==> src/rtl/tcam_pkg.sv <==
// Shared sizing constants for the 16x16 ternary CAM.
package tcam_pkg;
  localparam int WIDTH = 16;
  localparam int DEPTH = 16;
  localparam int AW    = 4;
endpackage

==> src/rtl/tcam_match_cell.sv <==
// One TCAM entry: stored value, don't-care mask, valid bit and match line.
module tcam_match_cell
  import tcam_pkg::*;
(
  input  logic             clk,
  input  logic             rst,
  input  logic             we,
  input  logic [WIDTH-1:0] wdata,
  input  logic [WIDTH-1:0] wmask,
  input  logic [WIDTH-1:0] key,
  output logic             match
);

  logic [WIDTH-1:0] value_q, value_d;
  logic [WIDTH-1:0] mask_q, mask_d;
  logic             valid_q, valid_d;

  always_comb begin
    value_d = value_q;
    mask_d  = mask_q;
    valid_d = valid_q;
    if (we) begin
      value_d = wdata;
      mask_d  = wmask;
      valid_d = 1'b1;
    end
  end

  // Contents are don't-care until valid, so they carry no reset.
  always_ff @(posedge clk) begin
    value_q <= value_d;
    mask_q  <= mask_d;
  end

  always_ff @(posedge clk or posedge rst) begin
    if (rst) valid_q <= 1'b0;
    else     valid_q <= valid_d;
  end

  assign match = valid_q &&
    (((value_q ^ key) & ~mask_q) == '0);

endmodule

==> src/rtl/tcam.sv <==
// 16-entry ternary CAM: write decoder, parallel match cells,
// lowest-index priority encoder and registered search result.
module tcam
  import tcam_pkg::*;
(
  input  logic             clk,
  input  logic             resetN,
  output logic [AW-1:0]    found_address,
  output logic             found_any,
  input  logic [WIDTH-1:0] data,
  input  logic             write_readN,
  input  logic [WIDTH-1:0] dontcare,
  input  logic [AW-1:0]    write_address
);

  logic             rst;
  logic [DEPTH-1:0] we_vec;
  logic [DEPTH-1:0] match_vec;
  logic [AW-1:0]    enc_addr;
  logic             enc_any;

  logic [AW-1:0]    addr_q, addr_d;
  logic             any_q, any_d;

  // The port name suggests active-low, but reset asserts on 1.
  assign rst = resetN;

  always_comb begin
    we_vec = '0;
    if (write_readN) we_vec[write_address] = 1'b1;
  end

  for (genvar g = 0; g < DEPTH; g++) begin : g_cell
    tcam_match_cell u_cell (
      .clk   (clk),
      .rst   (rst),
      .we    (we_vec[g]),
      .wdata (data),
      .wmask (dontcare),
      .key   (data),
      .match (match_vec[g])
    );
  end

  // Scan downward so the lowest matching index wins.
  always_comb begin
    enc_addr = '0;
    enc_any  = 1'b0;
    for (int i = DEPTH - 1; i >= 0; i--) begin
      if (match_vec[i]) begin
        enc_addr = AW'(i);
        enc_any  = 1'b1;
      end
    end
  end

  always_comb begin
    addr_d = addr_q;
    any_d  = any_q;
    if (!write_readN) begin
      addr_d = enc_addr;
      any_d  = enc_any;
    end
  end

  always_ff @(posedge clk or posedge rst) begin
    if (rst) begin
      addr_q <= '0;
      any_q  <= 1'b0;
    end else begin
      addr_q <= addr_d;
      any_q  <= any_d;
    end
  end

  assign found_address = addr_q;
  assign found_any     = any_q;

endmodule

==> config.mk <==
export PLATFORM = sky130hd
export DESIGN_NAME = tcam
export DESIGN_NICKNAME = d
export VERILOG_FILES = /design/src/rtl/tcam_pkg.sv /design/src/rtl/tcam_match_cell.sv /design/src/rtl/tcam.sv
export SDC_FILE = /design/constraint.sdc
export NUM_CORES = 1
export LEC_CHECK = 0
export CAP_MARGIN = 20
export CORE_AREA = 5 5 220 276
export CTS_CLUSTER_SIZE = 8
export DETAILED_ROUTE_END_ITERATION = 7
export DIE_AREA = 0 0 225 281
export PLACE_DENSITY = 0.53
export RECOVER_POWER = 25
export SETUP_SLACK_MARGIN = 0.5
export SLEW_MARGIN = 10
export SYNTH_ARGS = -nofsm -noshare
export SYNTH_HDL_FRONTEND = slang
export SYNTH_SLANG_ARGS = --single-unit
==> constraint.sdc <==
create_clock -name clk -period 2 [get_ports clk]
set_input_delay 0.4 -clock clk [delete_from_list [all_inputs] [get_ports clk]]
set_output_delay 0.4 -clock clk [all_outputs]
set_load 0.1 [all_outputs]
==> impl_metrics.py <==
metrics = {
    "outcome": {
        "status": "finished, violations left",
        "violations": "negative setup slack",
    },
    "cells_and_area": {
        "fillCellCount": 5119,
        "layout.cells.non_filler": 2189,
        "mostFrequentLayoutCells": "edfxtp_1 (512), xnor2_1 (245), buf_4 (111)",
        "drive_above_1_share": 0.217,
        "num-nets-final": 1410,
        "antenna_cells": 0,
        "regArea_um2": 15900,
        "layout_commonest_cell": "edfxtp_1",
        "area_delta_synth_final_pct": 26.5,
        "multi_input_area_um2": 4190,
    },
    "timing": {
        "timing.final.setup_violations": 5,
        "timing.final.crit_share": 1.11,
        "rsz0062_at_grt": "yes",
        "final-hold-violation-count": 0,
        "tightest_slew_ps": 947,
        "post-route-min-period_ps": 2230,
        "slew_headroom": 0.369,
        "skew_ps": 12.7,
        "setup_ws_ps": -228,
        "fmax_mhz": 449,
        "setup_tns_ps": -730,
        "drv_slew": 0,
    },
    "setup_path": {
        "crit_path_end_kind": "register",
        "path_class": "reg2reg",
        "required_ps": 2460,
        "crit_fanout": 3,
        "ff2ff_setup_slack_ps": -230,
        "critPathLaunchType": "register",
        "cp.arrival_ps": 2690,
    },
    "yosys": {
        "synth_edf_count": 512,
        "syn_avg_cell_area_um2": 18.3,
        "ys.flop_type": "edfxtp_1",
        "yosysUniqueCellTypes": 41,
        "synthArstFlopShare": 0.0394,
        "seq_area_frac_synth": 0.795,
        "netlist_instances": 1092,
        "synth_nets": 1131,
        "ys_ff_latch": 533,
        "yosys_warnings": 0,
        "syn-cell-area_um2": 20000,
    },
    "die": {
        "die_h_um": 281,
        "dieArea_um2": 63200,
        "core-area_um2": 57800,
        "start_util": 0.346,
        "io_pins": 44,
        "die_x_um": 225,
        "rows": 99,
    },
    "routing": {
        "wl_um": 49100,
        "drt-initial-drc-count": 691,
        "vias": 10403,
        "viasPerCell": 4.75,
        "drt-wirelength-per-cell_um": 22.4,
        "final_antenna_net_count": 0,
        "first_pass_iters": 5,
        "drc": 0,
    },
    "power": {
        "irDropWorstVdd_v": 0.000657,
        "p_seq_frac": 0.485,
        "p_int_mw": 20.5,
        "powerDensity_nw_per_um2": 1030,
        "switching_share": 0.214,
        "combPwrFrac": 0.063,
        "netSwitchingPower_mw": 5.57,
        "pwr-share-clk": 0.452,
        "p_leak_nw": 8.04,
    },
    "clock_network": {
        "root_buffer": "clkbuf_16",
        "insertion_delay_ps": 580,
        "cts_inserted_buffers": 76,
        "cts_max_level": 3,
        "cts_buffer_depth": 3,
        "cts_sinks": 533,
        "cts_tree": "yes",
        "cts.reportedPaths.clkPinSlew_ps": 50,
        "hold_buffers": 0,
    },
    "global_route": {
        "antenna_found_initial": 1,
        "grt_pass1_vias": 10778,
        "grt_use_total": 0.157,
        "gr-total-overflow": 0,
        "grt_pass1_wl_um": 72400,
        "grt_max_degree": 34,
    },
    "placement": {
        "hpwlAfterDp_um": 31200,
        "place_ws_ps": -679,
        "portBuffers": 43,
        "gp_congestion": 0.757,
        "dp_cells": 2045,
    },
    "run": {
        "drv_cap": 0,
    },
    "min_path": {
        "min_path_type": "in2reg",
    },
}
-- synthesized netlist by cell type, types with 5 or more instances --
master | n | area share
edfxtp_1 | 512 | 0.77
xnor2_1 | 255 | 0.11
o22ai_1 | 106 | 0.033
nor2_1 | 33 | 0.0062
dfrtp_1 | 21 | 0.026
nor3_1 | 20 | 0.0050
o21ai_0 | 16 | 0.0040
or2_2 | 16 | 0.0050
nor4_1 | 15 | 0.0047
buf_2 | 13 | 0.0033
buf_4 | 12 | 0.0045
nand2_1 | 9 | 0.0017
nand3_1 | 9 | 0.0023
buf_6 | 7 | 0.0039
nand2b_1 | 6 | 0.0019
o22a_1 | 6 | 0.0026
o2111ai_1 | 5 | 0.0022
-- path summary, 6_finish.rpt --
| path | startpoint | end | depth (start not counted) |
|---|---|---|---|
| min | data[14] | g_cell[13].u_cell.value_q[14] | 1 |
| min reg2reg | g_cell[7].u_cell.valid_q | g_cell[7].u_cell.valid_q | 1 |
| min in group asynchronous | resetN | g_cell[0].u_cell.valid_q | 3 |
| max reg2reg | g_cell[8].u_cell.value_q[12] | found_address[0] | 8 |
| max in group asynchronous | resetN | g_cell[15].u_cell.valid_q | 3 |
| max | g_cell[8].u_cell.value_q[12] | found_address[0] | 8 |
-- state kept, by name, summed over array words and instances (netlist names) --
name	flops
found_any	1
g_cell.u_cell.value_q	256
found_address	4
g_cell.u_cell.valid_q	16
g_cell.u_cell.mask_q	256
-- cell families (layout without fill, tap and decap cells) --
logic type	Yosys count	in the layout	share of synthesized area
flip-flops	533	533	0.795
XOR/XNOR	256	256	0.112
AO/OA/AOI/OAI	150	150	0.0491
AND/OR/NAND/NOR	118	118	0.0311
buffers and inverters	35	375	0.0123
-- routing by layer --
metal  up-vias  GRT usage  routed length (µm)
li1       4776          -                   -
met1      5380      0.204               21200
met2       183      0.273               25400
met3        64     0.0243                1510
met4         0     0.0464                1010
met5         -          0                   0
-- metrics by stage --
stage / power (mW) / utilization / hold WS [ps] / cell area, µm²
2_1_floorplan: 13.6 / - / 377 / 20300
3_3_place_gp: 14.6 / 0.399 / 445 / 23100
3_5_place_dp: 14.6 / 0.399 / 448 / 23100
4_1_cts: 26.5 / 0.441 / 56.2 / 25500
5_1_grt: 27.0 / 0.437 / 108 / 25300
6_report: 26.1 / 0.437 / 99.4 / 25300
-- power by group through the flow --
stage	Sequential (mW)	Combinational [mW]	Clock (mW)
after floorplan	12.9	0.762	0
after global placement	12.8	1.70	0
after detailed placement	12.9	1.72	0
after CTS	12.7	1.76	12.1
after global routing	12.7	1.78	12.6
final	12.7	1.65	11.8
-- cell type report --
type                            instances  share of cell area
Tap cell                              757              0.0374
Inverter                                2            0.000297
Timing Repair Buffer                  234              0.0808
Clock buffer                          134              0.0855
Sequential cell                       533               0.629
Clock inverter                          5             0.00203
Multi-Input combinational cell        524               0.165
-- critical path, stage by stage, from the launching register on --
cell	delay (ps)
edfxtp_1	400
xnor2_2	190
o22ai_2	140
or4_4	560
nor4_4	190
o21bai_1	150
a311oi_1	70
o311ai_1	300
o21ai_1	100
-- repair_timing --
action | 4_1_cts | 5_1_grt
endpoints found under the setup margin | 138 | 25
cloned | 2 | 0
buffers inserted | 3 | 0
pin swaps | 14 | 7
resized for setup | 29 | 10
No activity file was read; power rests on OpenSTA's default activity.
